**config.mk**
```make
export PLATFORM = sky130hd
export DESIGN_NAME = lbist_seq_ctrl_flat
export DESIGN_NICKNAME = d
export VERILOG_FILES = /design/src/rtl/lbist_seq_ctrl_if.sv /design/src/rtl/lbist_seq_ctrl.sv /design/src/flat_wrapper.sv
export SDC_FILE = /design/constraint.sdc
export NUM_CORES = 1
export LEC_CHECK = 0
export ABC_AREA = 1
export CORE_MARGIN = 10
export CORE_UTILIZATION = 44
export CTS_CLUSTER_DIAMETER = 40
export DETAILED_ROUTE_END_ITERATION = 7
export PLACE_DENSITY = 0.85
export SLEW_MARGIN = 15
export SYNTH_ARGS = -nofsm -noshare
export SYNTH_HDL_FRONTEND = slang
export SYNTH_SLANG_ARGS = --single-unit
```
**constraint.sdc**
```tcl
create_clock -name clk_i -period 1.6 [get_ports clk_i]
set_input_delay 0.32 -clock clk_i [delete_from_list [all_inputs] [get_ports clk_i]]
set_output_delay 0.32 -clock clk_i [all_outputs]
set_load 0.005 [all_outputs]
```
**src/rtl/lbist_seq_ctrl_if.sv**
```systemverilog
// lbist_seq_ctrl_if: BIST handshake, wrapper control and response bus between controller (master) and lbist_seq_ctrl (slave); bist_abort_i exists with LBIST_ABORT_EN
interface lbist_seq_ctrl_if;
    logic        bist_start_i;
`ifdef LBIST_ABORT_EN
    logic        bist_abort_i;
`endif
    logic        test_mode_o;
    logic        core_rst_no;
    logic        fetch_enable_o;
    logic [31:0] pattern_o;
    logic        resp_valid_i;
    logic [31:0] resp_data_i;
    logic        bist_busy_o;
    logic        bist_done_o;
    logic        bist_pass_o;
    logic [31:0] signature_o;
    modport master (
        output bist_start_i, resp_valid_i, resp_data_i,
`ifdef LBIST_ABORT_EN
        output bist_abort_i,
`endif
        input test_mode_o, core_rst_no, fetch_enable_o, pattern_o,
        input bist_busy_o, bist_done_o, bist_pass_o, signature_o
    );
    modport slave (
        input bist_start_i, resp_valid_i, resp_data_i,
`ifdef LBIST_ABORT_EN
        input bist_abort_i,
`endif
        output test_mode_o, core_rst_no, fetch_enable_o, pattern_o,
        output bist_busy_o, bist_done_o, bist_pass_o, signature_o
    );
endinterface

```
**src/rtl/lbist_seq_ctrl.sv**
```systemverilog
// lbist_seq_ctrl: logic-BIST sequencer (clk_i, rst_ni, bus) driving wrapper test_mode/reset/fetch, LFSR stimulus and MISR golden check; optional abort via LBIST_ABORT_EN
module lbist_seq_ctrl #(
    parameter int          RESET_CYCLES = 8,
    parameter int          RUN_CYCLES   = 1024,
    parameter int          DRAIN_CYCLES = 4,
    parameter logic [31:0] LFSR_SEED    = 32'h0000_0001,
    parameter logic [31:0] LFSR_POLY    = 32'hA300_0000,
    parameter logic [31:0] MISR_POLY    = 32'h8020_0003,
    parameter logic [31:0] GOLDEN_SIG   = 32'h0000_0000
) (
    input logic             clk_i,
    input logic             rst_ni,
    lbist_seq_ctrl_if.slave bus
);
    localparam int RC = RESET_CYCLES > 0 ? RESET_CYCLES : 1;
    localparam int UC = RUN_CYCLES > 0 ? RUN_CYCLES : 1;
    localparam int DC = DRAIN_CYCLES > 0 ? DRAIN_CYCLES : 1;
    localparam int MC = RC > UC ? (RC > DC ? RC : DC) : (UC > DC ? UC : DC);
    localparam int CW = MC > 1 ? $clog2(MC) : 1;
    localparam logic [31:0] SEED = LFSR_SEED == '0 ? 32'h1 : LFSR_SEED;
    typedef enum logic [2:0] {IDLE, RST, RUN, DRAIN, DONE} state_t;
    state_t        state;
    logic [CW-1:0] cnt;
    logic [31:0]   lfsr, misr, lfsr_nxt, misr_nxt;
    logic          test_mode, core_rst_n, fetch, busy, done, pass;
    assign lfsr_nxt = {1'b0, lfsr[31:1]} ^ (lfsr[0] ? LFSR_POLY : '0);
    assign misr_nxt = (state == RUN || state == DRAIN) && bus.resp_valid_i
                    ? {1'b0, misr[31:1]} ^ (misr[0] ? MISR_POLY : '0) ^ bus.resp_data_i : misr;
    always_ff @(posedge clk_i) begin
        if (!rst_ni) begin
            state      <= IDLE;
            cnt        <= '0;
            lfsr       <= SEED;
            misr       <= '0;
            test_mode  <= 1'b0;
            core_rst_n <= 1'b0;
            fetch      <= 1'b0;
            busy       <= 1'b0;
            done       <= 1'b0;
            pass       <= 1'b0;
        end
`ifdef LBIST_ABORT_EN
        else if (bus.bist_abort_i && (state == RST || state == RUN || state == DRAIN)) begin
            state      <= IDLE;
            test_mode  <= 1'b1;
            core_rst_n <= 1'b0;
            fetch      <= 1'b0;
            busy       <= 1'b0;
            done       <= 1'b0;
            pass       <= 1'b0;
        end
`endif
        else begin
            misr <= misr_nxt;
            case (state)
                IDLE: begin
                    if (bus.bist_start_i) begin
                        state      <= RST;
                        cnt        <= CW'(RC - 1);
                        lfsr       <= SEED;
                        misr       <= '0;
                        test_mode  <= 1'b1;
                        core_rst_n <= 1'b0;
                        busy       <= 1'b1;
                        done       <= 1'b0;
                        pass       <= 1'b0;
                    end else begin
                        test_mode  <= 1'b0;
                        core_rst_n <= 1'b1;
                        busy       <= 1'b0;
                    end
                    fetch <= 1'b0;
                end
                RST: begin
                    if (cnt == '0) begin
                        state      <= RUN;
                        cnt        <= CW'(UC - 1);
                        core_rst_n <= 1'b1;
                        fetch      <= 1'b1;
                    end else begin
                        cnt <= cnt - 1'b1;
                    end
                end
                RUN: begin
                    lfsr <= lfsr_nxt;
                    if (cnt == '0) begin
                        state <= DRAIN;
                        cnt   <= CW'(DC - 1);
                        fetch <= 1'b0;
                    end else begin
                        cnt <= cnt - 1'b1;
                    end
                end
                DRAIN: begin
                    if (cnt == '0) begin
                        state      <= DONE;
                        core_rst_n <= 1'b0;
                        busy       <= 1'b0;
                        done       <= 1'b1;
                        pass       <= misr_nxt == GOLDEN_SIG;
                    end else begin
                        cnt <= cnt - 1'b1;
                    end
                end
                DONE: begin
                    if (!bus.bist_start_i) begin
                        state      <= IDLE;
                        test_mode  <= 1'b0;
                        core_rst_n <= 1'b1;
                    end
                end
                default: state <= IDLE;
            endcase
        end
    end
    assign bus.test_mode_o    = test_mode;
    assign bus.core_rst_no    = core_rst_n;
    assign bus.fetch_enable_o = fetch;
    assign bus.pattern_o      = lfsr;
    assign bus.bist_busy_o    = busy;
    assign bus.bist_done_o    = done;
    assign bus.bist_pass_o    = pass;
    assign bus.signature_o    = misr;
endmodule

```
**src/flat_wrapper.sv**
```systemverilog
// flat-port wrapper written by rule: the top's interface ports become plain ports
module lbist_seq_ctrl_flat 
#(
    parameter int          RESET_CYCLES = 8,
    parameter int          RUN_CYCLES   = 1024,
    parameter int          DRAIN_CYCLES = 4,
    parameter logic [31:0] LFSR_SEED    = 32'h0000_0001,
    parameter logic [31:0] LFSR_POLY    = 32'hA300_0000,
    parameter logic [31:0] MISR_POLY    = 32'h8020_0003,
    parameter logic [31:0] GOLDEN_SIG   = 32'h0000_0000
)
  (clk_i, rst_ni, bus_bist_start_i, bus_resp_valid_i, bus_resp_data_i, bus_test_mode_o, bus_core_rst_no, bus_fetch_enable_o, bus_pattern_o, bus_bist_busy_o, bus_bist_done_o, bus_bist_pass_o, bus_signature_o);
  lbist_seq_ctrl_if bus_i ();
  input logic clk_i;
  input logic rst_ni;
  input wire logic [$bits(bus_i.bist_start_i)-1:0] bus_bist_start_i;
  input wire logic [$bits(bus_i.resp_valid_i)-1:0] bus_resp_valid_i;
  input wire logic [$bits(bus_i.resp_data_i)-1:0] bus_resp_data_i;
  output wire logic [$bits(bus_i.test_mode_o)-1:0] bus_test_mode_o;
  output wire logic [$bits(bus_i.core_rst_no)-1:0] bus_core_rst_no;
  output wire logic [$bits(bus_i.fetch_enable_o)-1:0] bus_fetch_enable_o;
  output wire logic [$bits(bus_i.pattern_o)-1:0] bus_pattern_o;
  output wire logic [$bits(bus_i.bist_busy_o)-1:0] bus_bist_busy_o;
  output wire logic [$bits(bus_i.bist_done_o)-1:0] bus_bist_done_o;
  output wire logic [$bits(bus_i.bist_pass_o)-1:0] bus_bist_pass_o;
  output wire logic [$bits(bus_i.signature_o)-1:0] bus_signature_o;
  assign bus_i.bist_start_i = bus_bist_start_i;
  assign bus_i.resp_valid_i = bus_resp_valid_i;
  assign bus_i.resp_data_i = bus_resp_data_i;
  assign bus_test_mode_o = bus_i.test_mode_o;
  assign bus_core_rst_no = bus_i.core_rst_no;
  assign bus_fetch_enable_o = bus_i.fetch_enable_o;
  assign bus_pattern_o = bus_i.pattern_o;
  assign bus_bist_busy_o = bus_i.bist_busy_o;
  assign bus_bist_done_o = bus_i.bist_done_o;
  assign bus_bist_pass_o = bus_i.bist_pass_o;
  assign bus_signature_o = bus_i.signature_o;
  lbist_seq_ctrl #(.RESET_CYCLES(RESET_CYCLES), .RUN_CYCLES(RUN_CYCLES), .DRAIN_CYCLES(DRAIN_CYCLES), .LFSR_SEED(LFSR_SEED), .LFSR_POLY(LFSR_POLY), .MISR_POLY(MISR_POLY), .GOLDEN_SIG(GOLDEN_SIG)) u_core (.clk_i(clk_i), .rst_ni(rst_ni), .bus(bus_i));
endmodule
```
==> impl_metrics.csv <==
group,metric,value,unit
logic_synthesis,synth_seq_cells,83,
cells_and_area,final_nets,803,
sta,report.final.slew_viol_count,0,
logic_synthesis,netlist.area_leader.share,0.411,
cells_and_area,final_common_cell,"nand2_1",
sta,worst_slack,0.0248,ns
sta,relSlewSlack,0.778,
placement,io_buffers,105,
detailed_routing,vias,4460,
die,die_h,116,um
global_route,antenna_found_initial,0,
power_and_ir_drop,p_leak,2.93,nW
placement,gp_congestion,0.889,
logic_synthesis,seq_area_frac_synth,0.411,
logic_synthesis,synth_area,0.00404,mm2
logic_synthesis,ys_warn_count,0,
detailed_routing,drtIter0Drc,293,
setup_path,reg2reg_to,"u_core.bus.bist_pass_o",
detailed_routing,ant_nets,0,
detailed_routing,firstDrtPassIters,6,
hold_path,worstHoldStart,"u_core.bus.pattern_o[21]",
logic_synthesis,synth_nets,671,
logic_synthesis,synth_fa_ha_area_frac,0.00310,
clocking,h-tree-depth,3,
sta,hold_slack,0.474,ns
detailed_routing,drc,0,
global_route,gr-usage-met2,0.292,
cells_and_area,layout_common_cells,"nand2_1 (258), clkdlybuf4s50_1 (77), a21oi_1 (74)",
clocking,cts_root_buffer,"clkbuf_8",
global_route,grt_pass1_vias,4228,
power_and_ir_drop,ir_drop,0.651,mV
global_route,top_usage_layer,"met2",
die,core.rowCount,34,
sta,period_minus_slack,1.58,ns
detailed_routing,wl_per_cell,14.2,um
detailed_routing,routed_wl,12500,um
global_route,grt_use_met1,0.200,
logic_synthesis,synth_top_family_by_area,"simple AND/OR/NAND/NOR gates",
global_route,grt_max_degree,33,
die,start_util,0.457,
logic_synthesis,syn-mean-instance-area,6.38,um2
placement,hpwl,8860,um
hold_path,hold_path_depth,2,
job,maxCapViolations,0,
sta,setup_viol,0,
setup_path,end_kind,"register",
die,die_w,116,um
logic_synthesis,ys_types,25,
logic_synthesis,syn_inst,634,
cells_and_area,layout-drive-gt1-share,0.162,
sta,worst_clock_skew,0.0128,ns
setup_path,rrSetupSlack,0.02,ns
placement,preCtsSetupSlack,-0.280,ns
clocking,cts_made_buffers,9,
logic_synthesis,yosysTopAreaCell,"dfxtp_1",
sta,period_share,0.985,
cells_and_area,syn_to_final_growth,46.8,%
cells_and_area,fillCellCount,721,
logic_synthesis,synthSimpleGateAreaFrac,0.333,
setup_path,path_max_fanout,5,
sta,finalHoldViolations,0,
hold_path,hold_end,"u_core.bus.pattern_o[21]",
clocking,cts_buffer_depth,2,
detailed_routing,via_per_inst,5.07,
clocking,clock-sinks,83,
power_and_ir_drop,powerDensity,1010,mW/mm2
logic_synthesis,synth_xor_area_frac,0.0390,
logic_synthesis,synth_mux_area_frac,0,
sta,rsz0062_at_grt,"yes",
sta,max_slew.worst_pin.slew,0.329,ns
setup_path,worstSetupPathType,"reg2reg",
global_route,grt.overflow.total,0,
setup_path,cp-start-kind,"register",
global_route,use_met3,0.0698,
hold_path,hold_class,"reg2reg",
die,ioPinCount,106,
clocking,clock_latency,0.36,ns
clocking,cts_tree,"built",
setup_path,arrival,1.84,ns
clocking,cts_hold_buf,0,
sta,max_freq,635,MHz
logic_synthesis,synth_compound_area_frac,0.115,
setup_path,r2r-start,"u_core.state[2]",
clocking,clkTransAtPathRegs,0.10,ns
global_route,grt_pass1_wl,19600,um
logic_synthesis,yosys-top-cells-area,"dfxtp_1 (41%), nand2_1 (25%), a21oi_1 (9.3%)",
die,die_area,0.0134,mm2
setup_path,r2r_cells,13,
die,core_area,0.00885,mm2
global_route,grt_util_all_layers,0.176,
setup_path,crit_required,1.86,ns
outcome,status,"finished clean",
-- area by class of cell --
cell class,count,area (um2),area share
clock inverter,7,83.8,0.0141
multi-input combinational,452,2060,0.347
clock buffer,9,124,0.0209
sequential,83,1730,0.292
antenna,1,2.50,0.000422
inverter,78,295,0.0497
timing repair buffer,142,1500,0.253
tap,108,135,0.0228
-- critical path: stages (launching register included) --
cell and delay [ns]:
dfxtp_2 0.35, inv_4 0.09, nand2_4 0.06, nor2_4 0.25
clkbuf_16 0.21, nand2_1 0.06, nand2_1 0.07, nor2_1 0.05
nand2_1 0.08, nor2_1 0.05, nand2_1 0.06, nor2_1 0.04
nand2_1 0.06, nand2_1 0.04
-- cell usage after synthesis --
cell type and number:
nand4_1 3, nor2_4 1, nand3_1 16, ha_1 1
nor3_1 3, buf_6 1, o21bai_1 1, xor2_1 15
buf_4 3, nand2_2 1, a21o_1 1, clkbuf_1 12
dfxtp_1 83, a31oi_1 1, xnor2_1 3, nor2_1 47
a21oi_1 75, nand4_2 1, nand3_2 2, nand2_1 265
o21ai_0 14, buf_2 5, inv_2 3, nor2_2 2
inv_1 75
-- kinds of logic (layout without fill, tap and decap cells) --
| family | after synthesis | in the layout |
|---|---|---|
| and+or+nand+nor | 341 | 341 |
| buffers and inverters | 99 | 236 |
| AOI/OAI and AO/OA | 92 | 92 |
| DFF | 83 | 83 |
| xor gates and xnor gates | 18 | 18 |
| adders and majority gates | 1 | 1 |
| other | 0 | 1 |
-- stage by stage --
stage / cells / total power, mW / cell area [um2] / TNS (ns) / utilization
3_3_place_gp: 857 / 4.17 / 5450 / -0.603 / 0.615
2_1_floorplan: 634 / 3.44 / 4040 / 0 / -
3_5_place_dp: 857 / 4.22 / 5450 / -1.15 / 0.615
6_report: 880 / 5.99 / 5940 / 0 / 0.671
5_1_grt: 879 / 6.34 / 5930 / -0.286 / 0.671
4_1_cts: 873 / 5.84 / 5710 / 0 / 0.646
-- timing repair --
action | in CTS | in global routing
pin swaps | 2 | 8
cloned | 0 | 2
setup endpoints to repair | 45 | 46
setup buffers | 0 | 4
resized for setup | 48 | 58
-- power breakdown --
part           internal, mW  switching, mW  leakage, nW  total (mW)
Combinational         0.910           1.16         2.13        2.07
Clock                 0.748          0.817        0.102        1.57
Sequential             2.21          0.148        0.695        2.36
Total                  3.87           2.12         2.93        5.99
-- worst max path at each step --
stage                            from                      to  slack, ns  cells past startpoint
2_1_floorplan           u_core.cnt[0]           u_core.cnt[2]       0.06                      9
3_3_place_gp         bus_resp_valid_i  u_core.bus.bist_pass_o      -0.22                     13
3_5_place_dp         bus_resp_valid_i  u_core.bus.bist_pass_o      -0.28                     12
4_1_cts        u_core.bus.test_mode_o         bus_test_mode_o     0.0003                      1
5_1_grt               u_core.state[0]           u_core.cnt[7]      -0.08                      6
6_report              u_core.state[2]  u_core.bus.bist_pass_o       0.02                     13
-- metal layers --
layer  share of wire  wire length [um]  vias to the layer above
li1                -                 -                     2226
met1            0.39              4850                     2030
met2            0.48              6030                      175
met3            0.11              1340                       29
met4           0.025               319                        0
met5               0                 0                        -
-- flip-flops by register name (all words and copies together) (netlist names) --
register                   cells
u_core.bus.pattern_o          32
u_core.bus.signature_o        32
u_core.cnt                    10
u_core.state                   3
u_core.bus.bist_busy_o         1
u_core.bus.bist_done_o         1
u_core.bus.bist_pass_o         1
u_core.bus.core_rst_no         1
u_core.bus.fetch_enable_o      1
u_core.bus.test_mode_o         1
Power figures use the tool's default switching activity.
